===== src/rtl/sig_transition_gen_pkg.sv =====
// Shared definitions for the transition generator and its detector-side models.
package sig_tx_pkg;

  localparam logic [1:0] OP_NOP    = 2'b00;
  localparam logic [1:0] OP_RISE   = 2'b01;
  localparam logic [1:0] OP_FALL   = 2'b10;
  localparam logic [1:0] OP_TOGGLE = 2'b11;

  typedef struct packed {
    logic rise;
    logic fall;
    logic err;
  } strobe_t;

  // Hold counter width; a one-cycle hold still needs a 1-bit register.
  function automatic int hold_w(input int min_hold);
    return (min_hold > 1) ? $clog2(min_hold) : 1;
  endfunction

endpackage


===== src/rtl/sig_transition_gen_if.sv =====
// Command handshake plus generated level and strobes.
interface sig_transition_gen_if;
  logic       cmd_valid;
  logic [1:0] cmd_op;
  logic       cmd_ready;
  logic       sig_out;
  logic       rise_pulse;
  logic       fall_pulse;
  logic       err_redundant;

  modport master (
    output cmd_valid, cmd_op,
    input  cmd_ready, sig_out, rise_pulse, fall_pulse, err_redundant
  );

  modport slave (
    input  cmd_valid, cmd_op,
    output cmd_ready, sig_out, rise_pulse, fall_pulse, err_redundant
  );
endinterface


===== src/rtl/sig_transition_gen_hold_timer.sv =====
// Down-counter enforcing the post-change hold window; zero_o means idle.
module hold_timer
  import sig_tx_pkg::*;
#(
  parameter int MIN_HOLD = 4
) (
  input  logic clk,
  input  logic reset_n,
  input  logic load_i,
  output logic zero_o
);

  localparam int            W        = hold_w(MIN_HOLD);
  localparam logic [W-1:0]  LOAD_VAL = W'(MIN_HOLD - 1);

  logic [W-1:0] cnt_q, cnt_d;

  always_comb begin
    cnt_d = cnt_q;
    if (load_i)              cnt_d = LOAD_VAL;
    else if (cnt_q != '0)    cnt_d = cnt_q - 1'b1;
  end

  always_ff @(posedge clk or negedge reset_n) begin
    if (!reset_n) cnt_q <= '0;
    else          cnt_q <= cnt_d;
  end

  assign zero_o = (cnt_q == '0);

endmodule


===== src/rtl/sig_transition_gen.sv =====
// Command-driven level generator with minimum hold time and change strobes.
module sig_transition_gen
  import sig_tx_pkg::*;
#(
  parameter int   MIN_HOLD   = 4,
  parameter logic INIT_LEVEL = 1'b0
) (
  input  logic                 clk,
  input  logic                 reset_n,
  sig_transition_gen_if.slave  bus
);

  logic    ready;
  logic    accept;
  logic    sig_q, sig_d;
  strobe_t stb_q, stb_d;

  // Only real level changes restart the hold window.
  hold_timer #(.MIN_HOLD(MIN_HOLD)) u_hold (
    .clk     (clk),
    .reset_n (reset_n),
    .load_i  (stb_d.rise | stb_d.fall),
    .zero_o  (ready)
  );

  assign accept = bus.cmd_valid & ready;

  always_comb begin
    stb_d = '0;
    if (accept) begin
      case (bus.cmd_op)
        OP_RISE:   if (sig_q) stb_d.err  = 1'b1; else stb_d.rise = 1'b1;
        OP_FALL:   if (sig_q) stb_d.fall = 1'b1; else stb_d.err  = 1'b1;
        OP_TOGGLE: if (sig_q) stb_d.fall = 1'b1; else stb_d.rise = 1'b1;
        default:   ;
      endcase
    end
    sig_d = sig_q ^ (stb_d.rise | stb_d.fall);
  end

  always_ff @(posedge clk or negedge reset_n) begin
    if (!reset_n) begin
      sig_q <= INIT_LEVEL;
      stb_q <= '0;
    end else begin
      sig_q <= sig_d;
      stb_q <= stb_d;
    end
  end

  assign bus.cmd_ready     = ready;
  assign bus.sig_out       = sig_q;
  assign bus.rise_pulse    = stb_q.rise;
  assign bus.fall_pulse    = stb_q.fall;
  assign bus.err_redundant = stb_q.err;

endmodule


===== src/flat_wrapper.sv =====
// flat-port wrapper written by rule: the top's interface ports become plain ports
module sig_transition_gen_flat import sig_tx_pkg::*;
#(
  parameter int   MIN_HOLD   = 4,
  parameter logic INIT_LEVEL = 1'b0
)
  (clk, reset_n, bus_cmd_valid, bus_cmd_op, bus_cmd_ready, bus_sig_out, bus_rise_pulse, bus_fall_pulse, bus_err_redundant);
  sig_transition_gen_if bus_i ();
  input  logic clk;
  input  logic reset_n;
  input wire logic [$bits(bus_i.cmd_valid)-1:0] bus_cmd_valid;
  input wire logic [$bits(bus_i.cmd_op)-1:0] bus_cmd_op;
  output wire logic [$bits(bus_i.cmd_ready)-1:0] bus_cmd_ready;
  output wire logic [$bits(bus_i.sig_out)-1:0] bus_sig_out;
  output wire logic [$bits(bus_i.rise_pulse)-1:0] bus_rise_pulse;
  output wire logic [$bits(bus_i.fall_pulse)-1:0] bus_fall_pulse;
  output wire logic [$bits(bus_i.err_redundant)-1:0] bus_err_redundant;
  assign bus_i.cmd_valid = bus_cmd_valid;
  assign bus_i.cmd_op = bus_cmd_op;
  assign bus_cmd_ready = bus_i.cmd_ready;
  assign bus_sig_out = bus_i.sig_out;
  assign bus_rise_pulse = bus_i.rise_pulse;
  assign bus_fall_pulse = bus_i.fall_pulse;
  assign bus_err_redundant = bus_i.err_redundant;
  sig_transition_gen #(.MIN_HOLD(MIN_HOLD), .INIT_LEVEL(INIT_LEVEL)) u_core (.clk(clk), .reset_n(reset_n), .bus(bus_i));
endmodule

===== config.mk =====
export PLATFORM = sky130hd
export DESIGN_NAME = sig_transition_gen_flat
export DESIGN_NICKNAME = d
export VERILOG_FILES = /design/src/rtl/sig_transition_gen_pkg.sv /design/src/rtl/sig_transition_gen_if.sv /design/src/rtl/sig_transition_gen_hold_timer.sv /design/src/rtl/sig_transition_gen.sv /design/src/flat_wrapper.sv
export SDC_FILE = /design/constraint.sdc
export NUM_CORES = 1
export LEC_CHECK = 0
export BUFFER_PORTS_ARGS = -buffer_cell sky130_fd_sc_hd__buf_2
export CORE_AREA = 2 2 39 41
export DETAILED_ROUTE_END_ITERATION = 10
export DIE_AREA = 0 0 41 43
export PLACE_DENSITY = 0.39
export SETUP_SLACK_MARGIN = 0.2
export SLEW_MARGIN = 40
export SYNTH_ARGS = -nofsm -noshare
export SYNTH_HDL_FRONTEND = slang
export SYNTH_SLANG_ARGS = --single-unit

===== constraint.sdc =====
create_clock -name clk -period 1.37 [get_ports clk]
set_input_delay 0.3425 -clock clk [delete_from_list [all_inputs] [get_ports clk]]
set_output_delay 0.3425 -clock clk [all_outputs]
set_load 0.03 [all_outputs]

==> metrics.md <==
| Metric | Value |
|---|---|
| Critical path capture point type | primary output |
| Worst path required time | 1.03 ns |
| Post-Syn Area per Cell | 11.2 um^2 |
| H-Tree Depth | 1 |
| Area after DPL | 345 um^2 |
| Setup CP Type | reg2out |
| Clock skew | 0.00412 ns |
| Maximum achievable frequency | 0.771 GHz |
| Max Root-Sink Buffers | 2 |
| Number of synthesized register bits | 6 |
| GR Overflow Total | 0 |
| P_leak | 0.212 nW |
| Initial antenna violation count | 0 |
| Post-layout nets | 49 |
| Area grow syn2layout | 58.9% |
| TritonCTS clock tree | yes |
| Row count | 14 |
| Yosys cell types | 15 |
| Max Cap Violations | 0 |
| Detailed Route Iter0 Violations | 3 |
| Clk root buf | clkbuf_4 |
| Worst slew pin tran | 0.196 ns |
| Final period util | 0.947 |
| Worst skew pair latency | 0.24 ns |
| Arrival @ worst endpoint | 0.95 ns |
| Total power | 0.948 mW |
| Top Ports | 10 |
| Drt total wl | 559 um |
| Number of global-route vias before repair | 245 |
| Max FO, Critical Path | 2 |
| Worst min-delay path category | in2reg |
| Net Count, Synth | 30 |
| Share of cells above drive strength 1 | 0.537 |
| Power per cell area | 2230 mW/mm^2 |
| Clock slew at reported path FFs | 0.04 ns |
| Per-cell routed wire length | 9.81 um |
| # port buffers | 9 |
| Die width | 41 um |
| Max transition margin | 0.866 |
| Chip Height | 43 um |
| GPL Wtd Cong | 0.704 |
| Clk sink count | 6 |
| Minimum clock period | 1.30 ns |
| TritonCTS buffer count | 3 |
| Global-route wire length before repair | 986 um |
| Yosys warning total | 0 |
| Worst vdd ir | 0.746 mV |
| Commonest non-fill, non-tap cell in the layout | buf_2 |
| Final Cell Area | 425 um^2 |
| Die Area | 0.00176 mm^2 |
| Count of pins over their slew limit | 0 |
| Worst Hold Margin | 0.377 ns |
| Outcome | complete, no violations |
| Unrepaired setup endpoints after global routing | yes |
| Syn Inst Count | 24 |
| Final-report hold violation count | 0 |
| Pre-Repair DR Iteration Count | 4 |
| Placeable Area | 0.00138 mm^2 |
| Detail Placement HPWL | 406 um |
| Final Setup Violations | 0 |
| Largest net degree at the start of global routing | 7 |
| Startpoint types | register |
| Post-route ant nets | 0 |
| Starting Density | 0.193 |
| Via count | 231 |
| Setup TNS | 0 ns |
| Sequential area share after synthesis | 0.561 |
| Antenna Cells | 0 |
| DRC violations left | 0 |
| Mapped cell area | 268 um^2 |
| Most frequent cells in the layout | buf_2, dfrtp_1, buf_4 |
| DR vias/cell | 4.05 |
| Total Routing Usage GR | 0.0900 |
power breakdown:
group          switching, mW  internal (mW)  total (mW)
Clock                 0.0583         0.0987       0.157
Combinational          0.244          0.259       0.503
Sequential            0.0489          0.239       0.288
Total                  0.351          0.597       0.948
logic make-up after synthesis:
group,count (synthesis),share of synthesized area
buf+inv,3,0.0421
xor+xnor,1,0.0327
flops,6,0.561
fa+ha+maj,1,0.0467
mux,1,0.0374
compound gates,4,0.0934
simple gates,8,0.187
cell usage after synthesis (all sizes together):
cell type | instances | share of area
inv | 3 | 0.042
o21ai | 1 | 0.019
dfrtp | 6 | 0.56
nand2 | 2 | 0.028
nand3b | 1 | 0.028
a21oi | 1 | 0.019
or3b | 1 | 0.033
o221ai | 1 | 0.033
and4 | 1 | 0.037
nor2 | 1 | 0.014
o22ai | 1 | 0.023
nand2b | 2 | 0.047
xor2 | 1 | 0.033
mux2i | 1 | 0.037
ha | 1 | 0.047
per-layer routing:
metal | part of all wire | routed length [um] | global-route usage | vias to the layer above
met5 | 0 | 0 | 0 | -
met4 | 0 | 0 | 0.0800 | 0
met3 | 0.089 | 50 | 0.0471 | 0
met2 | 0.42 | 237 | 0.100 | 14
met1 | 0.49 | 272 | 0.118 | 98
li1 | - | - | - | 119
worst max-delay path: stages, from the launching register on:
cell and delay (ns):
dfrtp_1 0.39, inv_2 0.07, ha_4 0.14, buf_6 0.12
area by class of cell:
cell class / instances / area [um^2]
multi-input combinational: 15 / 123
tap: 16 / 20.0
timing repair buffer: 14 / 97.6
sequential: 6 / 151
clock buffer: 3 / 22.5
fill: 145 / 958
inverter: 3 / 11.3
state kept, by name (all words and copies together), names as in the netlist:
name / count
u_core.bus.fall_pulse: 1
u_core.bus.sig_out: 1
u_core.u_hold.cnt_q: 2
u_core.bus.err_redundant: 1
u_core.bus.rise_pulse: 1
per-stage QoR:
stage,std cells,worst slack (ns),util
finish,57,0.0731,0.307
global route,57,0.0202,0.307
CTS,55,0.0477,0.294
detailed placement,49,0.165,0.250
global placement,49,0.178,0.250
floorplan,24,0.246,-
worst paths after layout:
check	cells after the start	slack, ns	endpoint	from
max	3	0.07	bus_cmd_ready	u_core.u_hold.cnt_q[1]$_DFFE_PN0P_
min	3	0.38	u_core.u_hold.cnt_q[0]$_DFFE_PN0P_	bus_cmd_valid
max reg2reg	5	0.23	u_core.bus.sig_out$_DFF_PN0_	u_core.u_hold.cnt_q[1]$_DFFE_PN0P_
min reg2reg	2	0.54	u_core.u_hold.cnt_q[1]$_DFFE_PN0P_	u_core.u_hold.cnt_q[1]$_DFFE_PN0P_
max in group asynchronous	2	0.77	u_core.bus.sig_out$_DFF_PN0_	reset_n
min in group asynchronous	2	0.45	u_core.bus.rise_pulse$_DFF_PN0_	reset_n
timing repair:
| action | 4_1_cts | 5_1_grt |
|---|---|---|
| setup endpoints to repair | 2 | 4 |
| pin swaps | 1 | 0 |
| buffers inserted | 2 | 2 |
| gates resized for setup | 7 | 2 |
| hold buffers | 1 | 0 |
| hold endpoints to repair | 6 | 0 |
Power figures use the tool's default switching activity.
